**config.mk**
```make
export PLATFORM = sky130hd
export DESIGN_NAME = tdc_meas_ctrl
export DESIGN_NICKNAME = d
export VERILOG_FILES = /design/src/rtl/tdc_meas_ctrl.sv
export SDC_FILE = /design/constraint.sdc
export NUM_CORES = 1
export LEC_CHECK = 0
export ABC_AREA = 1
export CAP_MARGIN = 25
export CORE_ASPECT_RATIO = 0.75
export CORE_UTILIZATION = 62
export DETAILED_ROUTE_END_ITERATION = 16
export PLACE_DENSITY = 0.95
export SKIP_LAST_GASP = 1
export SLEW_MARGIN = 20
export SYNTH_ARGS = -nofsm -noshare
export SYNTH_HDL_FRONTEND = slang
export SYNTH_SLANG_ARGS = --single-unit
```
**constraint.sdc**
```tcl
create_clock -name clk -period 3.21 [get_ports clk]
set_input_delay 0.4815 -clock clk [delete_from_list [all_inputs] [get_ports clk]]
set_output_delay 0.4815 -clock clk [all_outputs]
set_load 0.01 [all_outputs]
```
**src/rtl/tdc_meas_ctrl.sv**
```systemverilog
`default_nettype none
// ============================================================================
//  Module   : tdc_meas_ctrl
//  Purpose  : Measurement sequencer around a three-step ring-oscillator TDC.
//             Enables the core (tdc_start), waits for the asynchronous stop
//             event, lets the latch/step cascade settle, captures the code and
//             repeats for 2^LOG2_AVG measurements. The batch average, minimum,
//             maximum and a sticky timeout flag are returned over valid/ready.
//  Ports    : clk, reset (async, active-high)
//             arm                     - one-cycle batch request (IDLE only)
//             tdc_stop, tdc_code      - asynchronous stop level / TDC result
//             tdc_start               - core enable, high in RUN and SETTLE
//             busy                    - high whenever not IDLE
//             res_valid, res_ready    - result handshake
//             res_avg/min/max/timeout - batch result, held while valid
//  Revision : 1.0 - initial release
// ============================================================================
module tdc_meas_ctrl #(
    parameter int CODE_W      = 6,
    parameter int SETTLE_CYC  = 8,
    parameter int RECOVER_CYC = 4,
    parameter int LOG2_AVG    = 2,
    parameter int TIMEOUT_CYC = 255
) (
    input  logic              clk,
    input  logic              reset,
    input  logic              arm,
    input  logic              tdc_stop,
    input  logic [CODE_W-1:0] tdc_code,
    output logic              tdc_start,
    output logic              busy,
    output logic              res_valid,
    input  logic              res_ready,
    output logic [CODE_W-1:0] res_avg,
    output logic [CODE_W-1:0] res_min,
    output logic [CODE_W-1:0] res_max,
    output logic              res_timeout
);

    localparam int ACC_W = CODE_W + LOG2_AVG;
    localparam int CNT_W = LOG2_AVG + 1;
    localparam int TMO_W = $clog2(TIMEOUT_CYC + 1);
    localparam int SET_W = $clog2(SETTLE_CYC + 1);
    localparam int REC_W = $clog2(RECOVER_CYC + 1);

    localparam logic [2:0] c_st_idle    = 3'd0;
    localparam logic [2:0] c_st_run     = 3'd1;
    localparam logic [2:0] c_st_settle  = 3'd2;
    localparam logic [2:0] c_st_capture = 3'd3;
    localparam logic [2:0] c_st_recover = 3'd4;
    localparam logic [2:0] c_st_out     = 3'd5;

    // Terminal counts: each counter starts at 0 in the first cycle of its state.
    localparam logic [TMO_W-1:0] c_tmo_last = TMO_W'(TIMEOUT_CYC - 1);
    localparam logic [SET_W-1:0] c_set_last = SET_W'(SETTLE_CYC - 1);
    localparam logic [REC_W-1:0] c_rec_last = REC_W'(RECOVER_CYC - 1);
    localparam logic [CNT_W-1:0] c_batch    = CNT_W'(1 << LOG2_AVG);

    logic [2:0]        r_state;
    logic              r_sync1, r_sync2, r_sync_d;
    logic [ACC_W-1:0]  r_acc;
    logic [CNT_W-1:0]  r_cnt;
    logic [CODE_W-1:0] r_min, r_max;
    logic              r_tmo_flag;
    logic              r_meas_tmo;
    logic [TMO_W-1:0]  r_tmo_cnt;
    logic [SET_W-1:0]  r_set_cnt;
    logic [REC_W-1:0]  r_rec_cnt;
    logic [CODE_W-1:0] r_res_avg, r_res_min, r_res_max;
    logic              r_res_tmo;

    logic              w_stop_rise;
    logic [CODE_W-1:0] w_code;

    // Two-flop synchronizer plus edge-detect flop on the asynchronous stop.
    always_ff @(posedge clk or posedge reset) begin
        if (reset) begin
            r_sync1  <= 1'b0;
            r_sync2  <= 1'b0;
            r_sync_d <= 1'b0;
        end else begin
            r_sync1  <= tdc_stop;
            r_sync2  <= r_sync1;
            r_sync_d <= r_sync2;
        end
    end

    // A stop that is already high when RUN begins produces no edge here.
    assign w_stop_rise = r_sync2 & ~r_sync_d;

    // A timed-out measurement contributes the full-scale code.
    assign w_code = r_meas_tmo ? {CODE_W{1'b1}} : tdc_code;

    always_ff @(posedge clk or posedge reset) begin
        if (reset) begin
            r_state    <= c_st_idle;
            r_acc      <= '0;
            r_cnt      <= '0;
            r_min      <= '1;
            r_max      <= '0;
            r_tmo_flag <= 1'b0;
            r_meas_tmo <= 1'b0;
            r_tmo_cnt  <= '0;
            r_set_cnt  <= '0;
            r_rec_cnt  <= '0;
            r_res_avg  <= '0;
            r_res_min  <= '0;
            r_res_max  <= '0;
            r_res_tmo  <= 1'b0;
        end else begin
            case (r_state)
                c_st_idle: begin
                    if (arm) begin
                        r_acc      <= '0;
                        r_cnt      <= '0;
                        r_min      <= '1;
                        r_max      <= '0;
                        r_tmo_flag <= 1'b0;
                        r_meas_tmo <= 1'b0;
                        r_tmo_cnt  <= '0;
                        r_state    <= c_st_run;
                    end
                end
                c_st_run: begin
                    // Stop edge has priority over an expiring timeout.
                    if (w_stop_rise) begin
                        r_set_cnt <= '0;
                        r_state   <= c_st_settle;
                    end else if (r_tmo_cnt == c_tmo_last) begin
                        r_meas_tmo <= 1'b1;
                        r_tmo_flag <= 1'b1;
                        r_state    <= c_st_capture;
                    end else begin
                        r_tmo_cnt <= r_tmo_cnt + TMO_W'(1);
                    end
                end
                c_st_settle: begin
                    if (r_set_cnt == c_set_last) begin
                        r_state <= c_st_capture;
                    end else begin
                        r_set_cnt <= r_set_cnt + SET_W'(1);
                    end
                end
                c_st_capture: begin
                    r_acc     <= r_acc + ACC_W'(w_code);
                    r_min     <= (w_code < r_min) ? w_code : r_min;
                    r_max     <= (w_code > r_max) ? w_code : r_max;
                    r_cnt     <= r_cnt + CNT_W'(1);
                    r_rec_cnt <= '0;
                    r_state   <= c_st_recover;
                end
                c_st_recover: begin
                    // Counter saturates at its terminal value; exit also waits
                    // for the synchronized stop to fall so the next RUN can see
                    // a fresh rising edge.
                    if (r_rec_cnt != c_rec_last) begin
                        r_rec_cnt <= r_rec_cnt + REC_W'(1);
                    end else if (!r_sync2) begin
                        if (r_cnt == c_batch) begin
                            r_res_avg <= r_acc[LOG2_AVG +: CODE_W];
                            r_res_min <= r_min;
                            r_res_max <= r_max;
                            r_res_tmo <= r_tmo_flag;
                            r_state   <= c_st_out;
                        end else begin
                            r_tmo_cnt  <= '0;
                            r_meas_tmo <= 1'b0;
                            r_state    <= c_st_run;
                        end
                    end
                end
                c_st_out: begin
                    if (res_ready) begin
                        r_state <= c_st_idle;
                    end
                end
                default: r_state <= c_st_idle;
            endcase
        end
    end

    assign tdc_start   = (r_state == c_st_run) || (r_state == c_st_settle);
    assign busy        = (r_state != c_st_idle);
    assign res_valid   = (r_state == c_st_out);
    assign res_avg     = r_res_avg;
    assign res_min     = r_res_min;
    assign res_max     = r_res_max;
    assign res_timeout = r_res_tmo;

endmodule
`default_nettype wire

```
# Word-level counts from Yosys, hierarchy flattened

Index checks and enable logic that the tools add are counted.

Bits of input ports: 11
Register bits after elaboration: 65
Output and inout bits: 22
Word-level logic and storage cells: 109

$add $sub $neg: 5
Bitwise logic cells: 4
Order comparisons: 2
Reduce and logical (&&, ||, !) cells: 18
Mux-type cells: 39
Equal/unequal tests: 24

Operators with widths:

| operator                                       | count |
|---|---|
| 2-to-1 mux 8 bit                               | 6 |
| 2-to-1 mux 3 bit                               | 10 |
| 2-to-1 mux 6 bit                               | 5 |
| inequality test 2 bit (second input constant)  | 13 |
| one-hot mux 6 bit (2 select lines)             | 2 |
| one-hot mux 8 bit (3 select lines)             | 1 |
| one-hot mux 3 bit (6 select lines)             | 1 |
| one-hot mux 8 bit (2 select lines)             | 1 |
| AND reduction 7 bit                            | 2 |
| one-hot mux 3 bit (2 select lines)             | 2 |
| == test 3 bit (second input constant)          | 3 |
| AND reduction 3 bit                            | 3 |
| adder 8 x 1 -> 8 bit (second input constant)   | 1 |
| adder 8 x 6 -> 8 bit                           | 1 |
| == test 8 bit (second input constant)          | 1 |
| 2-to-1 mux 4 bit                               | 2 |
| one-hot mux 4 bit (2 select lines)             | 1 |
| AND reduction 4 bit                            | 2 |
| nonzero test 2 bit                             | 4 |
| adder 3 x 1 -> 3 bit (second input constant)   | 2 |
| == test 3 x 2 -> 1 bit (second input constant) | 2 |
| greater-than comparator 6 bit                  | 1 |
| < comparator 6 bit                             | 1 |
| 2-to-1 mux 1 bit                               | 6 |
| other kinds (15)                               | 19 |

# Logic depth before layout (Yosys ltp)

Gate-level depths: netlist of run 1.

Word-level depth: 5
Gate-level depth with buffers: 13
Gate-level depth less buffers: 12

# Worst setup path after synthesis of run 1

OpenSTA, ideal clock, no wires.

Path kind: flip-flop to flip-flop
From: reg r_meas_tmo
To: reg r_max[0]
Slack: 1.234 ns
Setup time: 0.117 ns
Stages on the path, launching flop included: 14
Data required time: 3.093 ns
Arrival: 1.859 ns
Clock period less this slack: 1.976 ns
Path buffers: 1
Cell sequence: dfrtp_1 inv_1 clkbuf_1 nand2_1 ha_1 nand2_1 nor2_1 nand2_1 nand3_1 nand2_1 nand2_1 nand2_2 nand2_1 nand2_1

Cells in the longest elaborated chain, start to end: 4
Elaborated cells on any way between the ends: 6
Those cells by class: order compare: 1; eq/ne: 1; mux: 3; reduce/logical: 1

Ends and longest elaborated chain:

| what                                   | line | source |
|---|---|---|
| from (decl)                            | 65   | `logic r_meas_tmo;` |
| from (signal assigned)                 | 102  | `r_meas_tmo <= 1'b0;` |
| from (signal assigned)                 | 119  | `r_meas_tmo <= 1'b0;` |
| from (signal assigned)                 | 130  | `r_meas_tmo <= 1'b1;` |
| 2-to-1 mux 6 bit *                     | 92   | `assign w_code = r_meas_tmo ? {CODE_W{1'b1}} : tdc_code;` |
| greater-than comparator 6 bit          | 147  | `r_max <= (w_code > r_max) ? w_code : r_max;` |
| inequality test 2 bit (no source line) | -    |  |
| AND reduction 3 bit (no source line)   | -    |  |
| to (signal assigned)                   | 147  |  |
| to (decl)                              | 63   | `logic [CODE_W-1:0] r_min, r_max;` |

Mark *: on every way between the ends. The rest lies on a longest branch, timed or not. The select of a mux whose other input is x is not followed.
A chain may end at the register's enable or synchronous reset.

# Worst setup path in the final report of run 1

From: reg r_state[2]
To: out tdc_start

Cells in the longest elaborated chain, start to end: 2
Elaborated cells on any way between the ends: 3
Those cells by class: eq/ne: 2; reduce/logical: 1

Ends and longest elaborated chain:

| what                                                                    | line | source |
|---|---|---|
| from (decl)                                                             | 59   | `logic [2:0] r_state;` |
| from (signal assigned)                                                  | 96   | `r_state <= c_st_idle;` |
| from (signal assigned)                                                  | 121  | `r_state <= c_st_run;` |
| from (signal assigned)                                                  | 128  | `r_state <= c_st_settle;` |
| == test 3 x 1 -> 1 bit / == test 3 x 2 -> 1 bit (equally long branches) | 182  | `assign tdc_start = (r_state == c_st_run) \|\| (r_state == c_st_settle);` |
| logical OR 1 bit *                                                      | 182  |  |
| to (decl)                                                               | 30   | `output logic tdc_start,` |

Mark *: on every way between the ends. The rest lies on a longest branch, timed or not.

==> summary.md, run 1 <==
| Metric | Value |
|---|---|
| Status | `completed` |
| Clk Latency, worst-skew pair | `0.35 ns` |
| PwrDens | `911 nW/um2` |
| Cell taking the most area after synthesis | `dfrtp_1` |
| GRT Overall Usage | `0.278` |
| Fin crit period | `2.54 ns` |
| Synthesized-area fraction occupied by adder cells | `0.0875` |
| Final Setup Violations | `0` |
| Clock transition at path regs | `0.07 ns` |
| Mapped Nets | `501` |
| Synth Area in Compound Gates | `0.0827` |
| Fin Clk Skew | `0.0125 ns` |
| Worst reg-to-reg setup slack | `0.94 ns` |
| Cell family with most CP delay | `buffers and inverters` |
| Largest net degree at the start of global routing | `37` |
| Peak supply drop | `0.498 mV` |
| Die Span X | `90.7 um` |
| Tot Pwr | `3.87 mW` |
| Hold Slack | `0.325 ns` |
| Clock Sinks | `65` |
| Diode count | `0` |
| Leakage | `2.19 nW` |
| Max_slew headroom | `0.659` |
| H-tree levels | `3` |
| WP data required | `2.73 ns` |
| Synth area leaders | `dfrtp_1 (40%), nand2_1 (16%), ha_1 (8.2%)` |
| Cells after synthesis | `465` |
| Top Ports | `33` |
| Post-cts hold buffer count | `0` |
| Layout cell share with drive strength beyond 1 | `0.107` |
| DRT iter0 DRCs | `260` |
| Die span in y | `68.6 um` |
| Placer Congestion | `0.871` |
| CP max stage delay | `0.56 ns` |
| Top FF cell, synth | `dfrtp_1` |
| WP buf/inv | `2` |
| Post-CTS sizing | `0` |
| CTS tree | `built` |
| Most common cell after layout, fill and taps aside | `nand2_1` |
| Reg2Reg Depth | `12` |
| Simple-gate area share of the yosys netlist | `0.278` |
| Crit Path Max Fanout | `13` |
| Tcrit/Tclk final | `0.791` |
| Drt total wl | `8.11 mm` |
| CP Data Arrival Time | `2.06 ns` |
| Register area | `1630 um2` |
| Distinct cells, synth | `33` |
| Post-CTS setup buffer count | `0` |
| Worst Max-Slew Pin Slew | `0.510 ns` |
| Drt first pass iters | `6` |
| Mapped Area | `3660 um2` |
| Core Rows | `23` |
| Vias in the first global route | `2,810` |
| Max-cap viol count | `0` |
| FF-to-FF Start | `r_meas_tmo` |
| Critical Path End Type | `primary output` |
| DP Worst Slack | `0.772 ns` |
| First-pass GRT wire length | `13.1 mm` |
| Post-synthesis mux area share | `0` |
| Ys Warns | `0` |
| Placed cell count | `566` |
| Vias | `3,192` |
| Drc violations | `0` |
| CP cell instances | `inv_2 > nand3_1 > nand2_1 > clkdlybuf4s50_1` |
| Largest family of logic cells by synthesized area | `simple AND/OR/NAND/NOR gates` |
| Mean Syn Cell Area | `7.87 um2` |
| Register bit total from synthesis | `65` |
| Slew Limit Fails | `0` |
| Post-route cell area | `4250 um2` |
| IO Port Bufs | `32` |
| Multi-input gate area | `1720 um2` |
| Placed instance area | `4040 um2` |
| TNS Setup | `0 ns` |
| Wire length per cell | `13.9 um` |
| CTS buffer count | `9` |
| Fin cells | `582` |
| Clock root buffer | `clkbuf_8` |
| Post-synth ARST share | `1.00` |
| Most frequent cells in the layout | `nand2_1 (154), dfrtp_1 (59), inv_1 (55)` |
| Post-synthesis sequential area ratio | `0.446` |
| Synth Area in XOR/XNOR | `0.0215` |
| Initial Util | `0.663` |
| Antenna Violating Nets Remaining | `0` |
| F_max | `0.394 GHz` |
| Vias per inst | `5.48` |
| Setup ws final | `0.670 ns` |
| Area Overhead vs Synth | `16.0%` |
| Fill cells | `395` |
| Nets | `538` |
| Dpl hpwl | `5.81 mm` |
| Worst min-delay path category | `in -> async` |
| RSZ-0062 raised after global routing | `no` |
| Die area | `6220 um2` |
| Crit path kind | `reg -> out` |
| Antenna violations before repair | `0` |
| Crit Reg-Reg Endpoint | `r_max[3]` |
| CP max-delay cell | `clkdlybuf4s50_1` |
| Top cell type's share of synthesized area | `0.403` |
| Grt total ovfl | `0` |
| Fin util | `0.769` |
| Final hold violations | `0` |
| Number of synthesized flops with an enable pin | `0` |
| CORE AREA | `5530 um2` |
| CP startpoint kind | `register` |
| Clk buf depth | `2` |
==> worst register-to-register path, stage by stage, from the launching register on <==
cell and delay (ns):
dfrtp_1 0.44, inv_1 0.27, nand2_1 0.22, ha_1 0.36
nand2_1 0.07, nor2_1 0.15, nand2_1 0.07, nand3_1 0.06
nand2_1 0.05, nand2_1 0.18, nand2_2 0.13, nand2_1 0.09
nand2_1 0.07
==> flip-flops by register name (all words and copies together), names as in the netlist <==
signal       count
r_acc            8
r_cnt            3
r_max            6
r_meas_tmo       1
r_min            6
r_rec_cnt        3
r_set_cnt        4
r_state          3
r_sync1          1
r_sync2          1
r_sync_d         1
r_tmo_cnt        8
r_tmo_flag       1
res_avg          6
res_max          6
res_min          6
res_timeout      1
==> area by class of cell <==
class | count | share of cell area
clock buffer | 10 | 0.0300
clock inverter | 6 | 0.0194
inverter | 64 | 0.0566
multi-input combinational | 326 | 0.405
sequential | 65 | 0.385
tap | 75 | 0.0221
timing repair buffer | 36 | 0.0825
==> cells in the mapped netlist, types with 2 or more instances <==
cell type,number
or2_2,2
o21ai_1,11
nand3_2,2
nand4_1,5
nand3_1,40
inv_2,8
nor2_1,32
inv_1,56
ha_1,24
o21ai_0,4
o22ai_1,4
dfrtp_1,59
buf_6,3
a21oi_1,15
xnor2_1,4
nor2_2,2
o21ai_2,11
clkbuf_1,3
dfstp_2,6
buf_2,3
nand2_1,154
xor2_1,5
nand2_2,2
==> power breakdown <==
group | switching (mW) | internal [mW] | leakage [nW]
sequential | 0.187 | 1.10 | 0.835
combinational | 1.14 | 0.689 | 1.25
clock | 0.318 | 0.433 | 0.106
==> worst max path at each step <==
stage	start	slack, ns	to	cells after the start
detailed placement	tdc_code[1]	0.77	r_max[2]	13
CTS	r_state[2]	0.69	tdc_start	4
floorplan	reset	1.11	r_acc[0]	1
global placement	tdc_code[1]	0.87	r_max[2]	13
finish	r_state[2]	0.67	tdc_start	4
global route	r_state[2]	0.59	tdc_start	4
==> kinds of logic (layout without fill, tap and decap cells) <==
logic type | count (synthesis) | count (layout)
and+or+nand+nor | 243 | 243
DFF | 65 | 65
xor gates and xnor gates | 9 | 9
adders and majority gates | 25 | 25
AOI/OAI and AO/OA | 49 | 49
buffers and inverters | 74 | 116
==> per-layer routing <==
metal,share of wire,up-vias,track usage
met1,0.45,1494,0.363
met4,0.022,0,0.107
li1,-,1547,-
met3,0.059,22,0.0570
met5,0,-,0
met2,0.47,129,0.470
Power figures use the tool's default switching activity.
==> inputs of run 2 (changes only) <==
--- a/config.mk
+++ b/config.mk
@@ -8,9 +8,9 @@
 export ABC_AREA = 1
 export CAP_MARGIN = 25
 export CORE_ASPECT_RATIO = 0.75
-export CORE_UTILIZATION = 62
+export CORE_UTILIZATION = 58
 export DETAILED_ROUTE_END_ITERATION = 16
-export PLACE_DENSITY = 0.95
+export PLACE_DENSITY = 0.9
 export SKIP_LAST_GASP = 1
 export SLEW_MARGIN = 20
 export SYNTH_ARGS = -nofsm -noshare
==> constraint.sdc (replaced) <==
create_clock -name clk -period 2.4 [get_ports clk]
set_input_delay 0.36 -clock clk [delete_from_list [all_inputs] [get_ports clk]]
set_output_delay 0.36 -clock clk [all_outputs]
set_load 0.01 [all_outputs]
==> run 2 against run 1 <==
Against the previous run: clock-buffer cell count is 2 higher; utilization shrank 4.8 points; critical path type is now reg -> reg; largest power group unchanged; design area rose by 0.85%; critical path depth grew 7; highest routed layer unchanged; cell count increased by 0.86%; power grew 34%; flip-flop and latch count unchanged.
==> summary.md, run 2 (synthesized netlist as in run 1, its figures left out) <==
| Metric | Value |
|---|---|
| Worst Max-Slew Pin Slew | `0.416 ns (-0.0944 ns)` |
| Nets | `540 (+0.37%)` |
| CP dominant cell by count | `nand2_1` |
| Core Rows | `24 (+4.3%)` |
| Antenna Violating Nets Remaining | `0 (unchanged)` |
| Fin Clk Skew | `0.00575 ns (-0.00671 ns)` |
| Vias in the first global route | `3,060 (+8.9%)` |
| TNS Setup | `0 ns (unchanged)` |
| Drt total wl | `8.45 mm (+4.1%)` |
| CP max stage delay | `0.44 ns (-0.12 ns)` |
| Cell family with most CP delay | `simple AND/OR/NAND/NOR gates` |
| DRT iter0 DRCs | `243 (-6.5%)` |
| Hold Slack | `0.351 ns (+0.0252 ns)` |
| CP max-delay cell | `dfrtp_1` |
| Die span in y | `70.8 um (+3.3%)` |
| Vias per inst | `5.49 (+0.11%)` |
| CP Data Arrival Time | `2.41 ns (+0.35 ns)` |
| IO Port Bufs | `32 (unchanged)` |
| Met2 Resource Use GR | `0.448 (-0.0220)` |
| Die Span X | `93.7 um (+3.3%)` |
| Die area | `6640 um2 (+6.7%)` |
| CP startpoint kind | `register` |
| CTS tree | `built` |
| Critical Path End Type | `register` |
| Top flop regs | `r_acc (8), r_tmo_cnt (8)` |
| Layout cell share with drive strength beyond 1 | `0.112 (+0.00548)` |
| Top Ports | `33 (unchanged)` |
| Slew Limit Fails | `0 (unchanged)` |
| Grt total ovfl | `0 (unchanged)` |
| Post-cts hold buffer count | `0 (unchanged)` |
| F_max | `0.460 GHz` |
| Crit Path Max Fanout | `12 (-1)` |
| Dpl hpwl | `6.00 mm (+3.4%)` |
| H-tree levels | `3 (unchanged)` |
| WP buf/inv | `2 (unchanged)` |
| Vias | `3,223 (+0.97%)` |
| Drt first pass iters | `5 (-1)` |
| Wire length per cell | `14.4 um (+3.2%)` |
| Peak supply drop | `0.648 mV (+30%)` |
| Status | `completed` |
| Initial Util | `0.616 (-0.0468)` |
| Post-CTS sizing | `0 (unchanged)` |
| Most common cell after layout, fill and taps aside | `nand2_1` |
| CTS buffer count | `9 (unchanged)` |
| WP data required | `2.64 ns (-0.09 ns)` |
| DP Worst Slack | `0.140 ns (-0.633 ns)` |
| Placer Congestion | `0.924 (+6.1%)` |
| Worst min-delay path category | `reg -> reg` |
| Max-cap viol count | `0 (unchanged)` |
| PwrDens | `1210 nW/um2 (+33%)` |
| CP cell instances | `inv_1 > nand2_1 > ha_1 > a21oi_1 > nand2_1 > nand2_1 > nand3_1 > nand2_1 > nand2_1 > nand2_1 > inv_1` |
| Crit path kind | `reg -> reg` |
| Clock transition at path regs | `0.07 ns (about the same)` |
| Setup ws final | `0.225 ns (-0.445 ns)` |
| Clk Latency, worst-skew pair | `0.34 ns (about the same)` |
| Final hold violations | `0 (unchanged)` |
| Drc violations | `0 (unchanged)` |
| Met1 GRT Util | `0.380 (+0.0169)` |
| Area Overhead vs Synth | `17.0%` |
| Final Setup Violations | `0 (unchanged)` |
| Clock Sinks | `65 (unchanged)` |
| Max_slew headroom | `0.723 (+0.0639)` |
| GRT met3 Usage | `0.0720 (+0.0150)` |
| Post-CTS setup buffer count | `0 (unchanged)` |
| Most frequent cells in the layout | `nand2_1 (154), dfrtp_1 (59), inv_1 (55)` |
| Antenna violations before repair | `0 (unchanged)` |
| Diode count | `0 (unchanged)` |
| Busiest grt layer | `met2` |
| Tcrit/Tclk final | `0.906` |
| Clock root buffer | `clkbuf_8` |
| RSZ-0062 raised after global routing | `no` |
| GRT Overall Usage | `0.281 (+0.00271)` |
| Largest net degree at the start of global routing | `66 (+78%)` |
| Leakage | `2.21 nW (+0.59%)` |
| CORE AREA | `5950 um2 (+7.6%)` |
| First-pass GRT wire length | `14.2 mm (+8.0%)` |
| Fin crit period | `2.18 ns` |
| Clk buf depth | `2 (unchanged)` |
[run 2: area by class of cell]
class	instances	area (um2)
fillers	442	1660
well taps	78	97.6
multi-input cells	326	1720
clock inverters	4	50.0
flip-flops and latches	65	1630
repair buffers	38	378
clock buffers	12	165
inverters	64	240
[run 2: path summary, 6_finish.rpt]
check	start	to	slack, ns	cells past startpoint
worst min-delay path	r_sync1	r_sync2	0.35	0
min in group asynchronous	reset	res_avg[3]	0.41	3
max in group asynchronous	reset	r_min[1]	1.67	3
worst max-delay path	r_meas_tmo	r_acc[7]	0.22	11
worst min register to register	r_sync1	r_sync2	0.35	0
worst max register to register	r_meas_tmo	r_acc[7]	0.22	11
[run 2: metal layers]
layer  share of wire  routed length (um)  vias to the layer above
li1                -                   -                     1553
met1            0.45                3780                     1528
met2            0.47                4000                      125
met3           0.064                 544                       17
met4           0.014                 119                        0
met5               0                   0                        -
[run 2: through the flow]
| stage | util | std cells | total power, mW | area [um2] |
|---|---|---|---|---|
| after floorplan | - | 465 | 3.39 | 3660 |
| after global placement | 0.684 | 571 | 4.02 | 4070 |
| after detailed placement | 0.684 | 571 | 4.16 | 4070 |
| after CTS | 0.721 | 587 | 5.19 | 4280 |
| after global routing | 0.721 | 587 | 5.60 | 4280 |
| final | 0.721 | 587 | 5.20 | 4280 |
[run 2: where the power goes]
part	switching, mW	internal [mW]	total, mW
registers	0.258	1.47	1.73
logic	1.54	0.949	2.49
clock network	0.421	0.563	0.984
==> inputs of run 3 (changes only) <==
--- a/config.mk
+++ b/config.mk
@@ -7,7 +7,7 @@
 export LEC_CHECK = 0
 export ABC_AREA = 1
 export CAP_MARGIN = 25
-export CORE_ASPECT_RATIO = 0.75
+export CORE_ASPECT_RATIO = 1.25
 export CORE_UTILIZATION = 58
 export DETAILED_ROUTE_END_ITERATION = 16
 export PLACE_DENSITY = 0.9
==> run 3 against run 2 <==
Against the previous run: fmax increased by 3.6%; via count decreased by 4.1%; clock power increased by 37%; sequential power about the same; global-route usage decreased by 2.1 points; flip-flop and latch count unchanged.
==> summary.md, run 3 (synthesized netlist as in run 1, its figures left out) <==
| Metric | Value |
|---|---|
| Status | `completed` |
| FF-to-FF Start | `r_meas_tmo` |
| Fin crit period | `2.10 ns (-0.0746 ns)` |
| Leakage | `2.25 nW (+1.8%)` |
| CP Data Arrival Time | `1.74 ns (-0.67 ns)` |
| H-tree levels | `3 (unchanged)` |
| Clock root buffer | `clkbuf_8` |
| F_max | `0.476 GHz (+3.6%)` |
| Placed cell count | `579 (+1.4%)` |
| CORE AREA | `6130 um2 (+3.0%)` |
| Drc violations | `0 (unchanged)` |
| Fill cells | `474 (+7.2%)` |
| Largest net degree at the start of global routing | `41 (-38%)` |
| CP startpoint kind | `register` |
| RSZ-0062 raised after global routing | `no` |
| Multi-input gate area | `1720 um2 (unchanged)` |
| Placer Congestion | `0.885 (-4.3%)` |
| DRT iter0 DRCs | `158 (-35%)` |
| Vias | `3,092 (-4.1%)` |
| Slew Limit Fails | `0 (unchanged)` |
| Met3 wire len | `327 um (-40%)` |
| Tot Pwr | `5.51 mW (+5.9%)` |
| Crit. Startpoint | `r_state[0]` |
| Reg2Reg Depth | `12 (+1)` |
| Worst min-delay path category | `reg -> reg` |
| Max_slew headroom | `0.617 (-0.106)` |
| Fin cells | `595 (+1.4%)` |
| Placed instance area | `4090 um2 (+0.40%)` |
| Most frequent cells in the layout | `nand2_1 (154), dfrtp_1 (59), inv_1 (54)` |
| Die Span X | `73.1 um (-22%)` |
| First-pass GRT wire length | `13.3 mm (-6.0%)` |
| Critical Path End Type | `primary output` |
| Die area | `6640 um2 (about the same)` |
| Hold wc startpoint | `r_sync1` |
| Drt total wl | `7.74 mm (-8.4%)` |
| CP Capture Point | `res_valid` |
| Post-route cell area | `4380 um2 (+2.1%)` |
| Hold Slack | `0.356 ns (+0.00507 ns)` |
| Clk Latency, worst-skew pair | `0.34 ns (about the same)` |
| Crit path kind | `reg -> out` |
| Vias per inst | `5.20 (-5.4%)` |
| Top flop regs | `r_acc (8), r_tmo_cnt (8)` |
| Antenna Violating Nets Remaining | `0 (unchanged)` |
| Antenna violations before repair | `0 (unchanged)` |
| Clock Sinks | `65 (unchanged)` |
| Diode count | `0 (unchanged)` |
| Top Ports | `33 (unchanged)` |
| Clk buf depth | `2 (unchanged)` |
| Die span in y | `90.8 um (+28%)` |
| Post-cts hold buffer count | `0 (unchanged)` |
| Grt total ovfl | `0 (unchanged)` |
| Core Rows | `32 (+33%)` |
| Post-CTS setup buffer count | `0 (unchanged)` |
| Vias in the first global route | `3,139 (+2.6%)` |
| Met2 Wirelength | `4.12 mm (+3.0%)` |
| Top sig layer | `met4` |
| Final Setup Violations | `0 (unchanged)` |
| Drt first pass iters | `4 (-1)` |
| PwrDens | `1260 nW/um2 (+3.7%)` |
| IO Port Bufs | `32 (unchanged)` |
| Most common cell after layout, fill and taps aside | `nand2_1` |
| Worst reg-to-reg setup slack | `0.30 ns (+0.07 ns)` |
| Worst Max-Slew Pin Slew | `0.574 ns (+0.158 ns)` |
| WP data required | `2.04 ns (-0.60 ns)` |
| Nets | `541 (+0.19%)` |
| GRT Overall Usage | `0.261 (-0.0205)` |
| Fin Clk Skew | `0.0111 ns (+0.00531 ns)` |
| CTS buffer count | `9 (unchanged)` |
| Initial Util | `0.598 (-0.0181)` |
| Peak supply drop | `0.803 mV (+24%)` |
| Final hold violations | `0 (unchanged)` |
| M1 WL | `3.12 mm (-18%)` |
| Tcrit/Tclk final | `0.875 (-0.0311)` |
| CTS tree | `built` |
| Register area | `1630 um2 (unchanged)` |
| Layout cell share with drive strength beyond 1 | `0.116 (+0.00370)` |
| Crit Reg-Reg Endpoint | `r_max[2]` |
| Wire length per cell | `13.0 um (-9.6%)` |
| TNS Setup | `0 ns (unchanged)` |
| Crit Path Max Fanout | `6 (-6)` |
| Max-cap viol count | `0 (unchanged)` |
| Clock transition at path regs | `0.07 ns (about the same)` |
| Dpl hpwl | `5.57 mm (-7.2%)` |
| Area Overhead vs Synth | `19.5%` |
## run 3: cell types whose count changed in the layout (fill, tap and decap cells not counted)
cell        previous run  this run
buf_4                  5         6
inv_2                  9        10
bufinv_16              1         5
clkinv_4               0         1
clkinvlp_4             2         1
clkbuf_8              12         9
clkinv_2               1         0
inv_1                 55        54
## run 3: worst min-delay path by stage
stage,depth (start not counted),endpoint
5_1_grt,0,r_sync2
3_5_place_dp,0,r_sync2
4_1_cts,0,r_sync2
2_1_floorplan,0,r_sync2
3_3_place_gp,0,r_sync2
6_report,0,r_sync2
## run 3: through the flow
step	setup WS (ns)	util
2_1_floorplan	0.423	-
3_3_place_gp	0.184	0.667
5_1_grt	0.0778	0.714
3_5_place_dp	0.0231	0.667
4_1_cts	0.200	0.714
6_report	0.299	0.714
## run 3: what timing repair did
action,CTS,global route
gates resized for setup,0,1
endpoints found under the setup margin,0,6
endpoints found under the hold margin,0,0
## run 3: area by class of cell
| cell class | instances | area share |
|---|---|---|
| Multi-Input combinational cell | 326 | 0.393 |
| Sequential cell | 65 | 0.373 |
| Timing Repair Buffer | 39 | 0.0881 |
| Inverter | 64 | 0.0549 |
| Clock inverter | 7 | 0.0380 |
| Clock buffer | 9 | 0.0283 |
| Tap cell | 85 | 0.0243 |
## run 3: metal layers
layer,GRT usage,up-vias
met5,0,-
met4,0.124,0
met3,0.0569,16
met2,0.452,90
met1,0.296,1434
li1,-,1552
## run 3: where the power goes
group	internal, mW	switching, mW	leakage [nW]	total (mW)
registers	1.47	0.247	0.835	1.72
logic	0.959	1.49	1.27	2.45
clock network	0.902	0.444	0.140	1.35
total	3.33	2.18	2.25	5.51
## run 3: critical path: stages (launching register included)
cell and delay (ns):
dfrtp_1 0.47, inv_2 0.06, nor3_1 0.28, clkdlybuf4s50_1 0.60
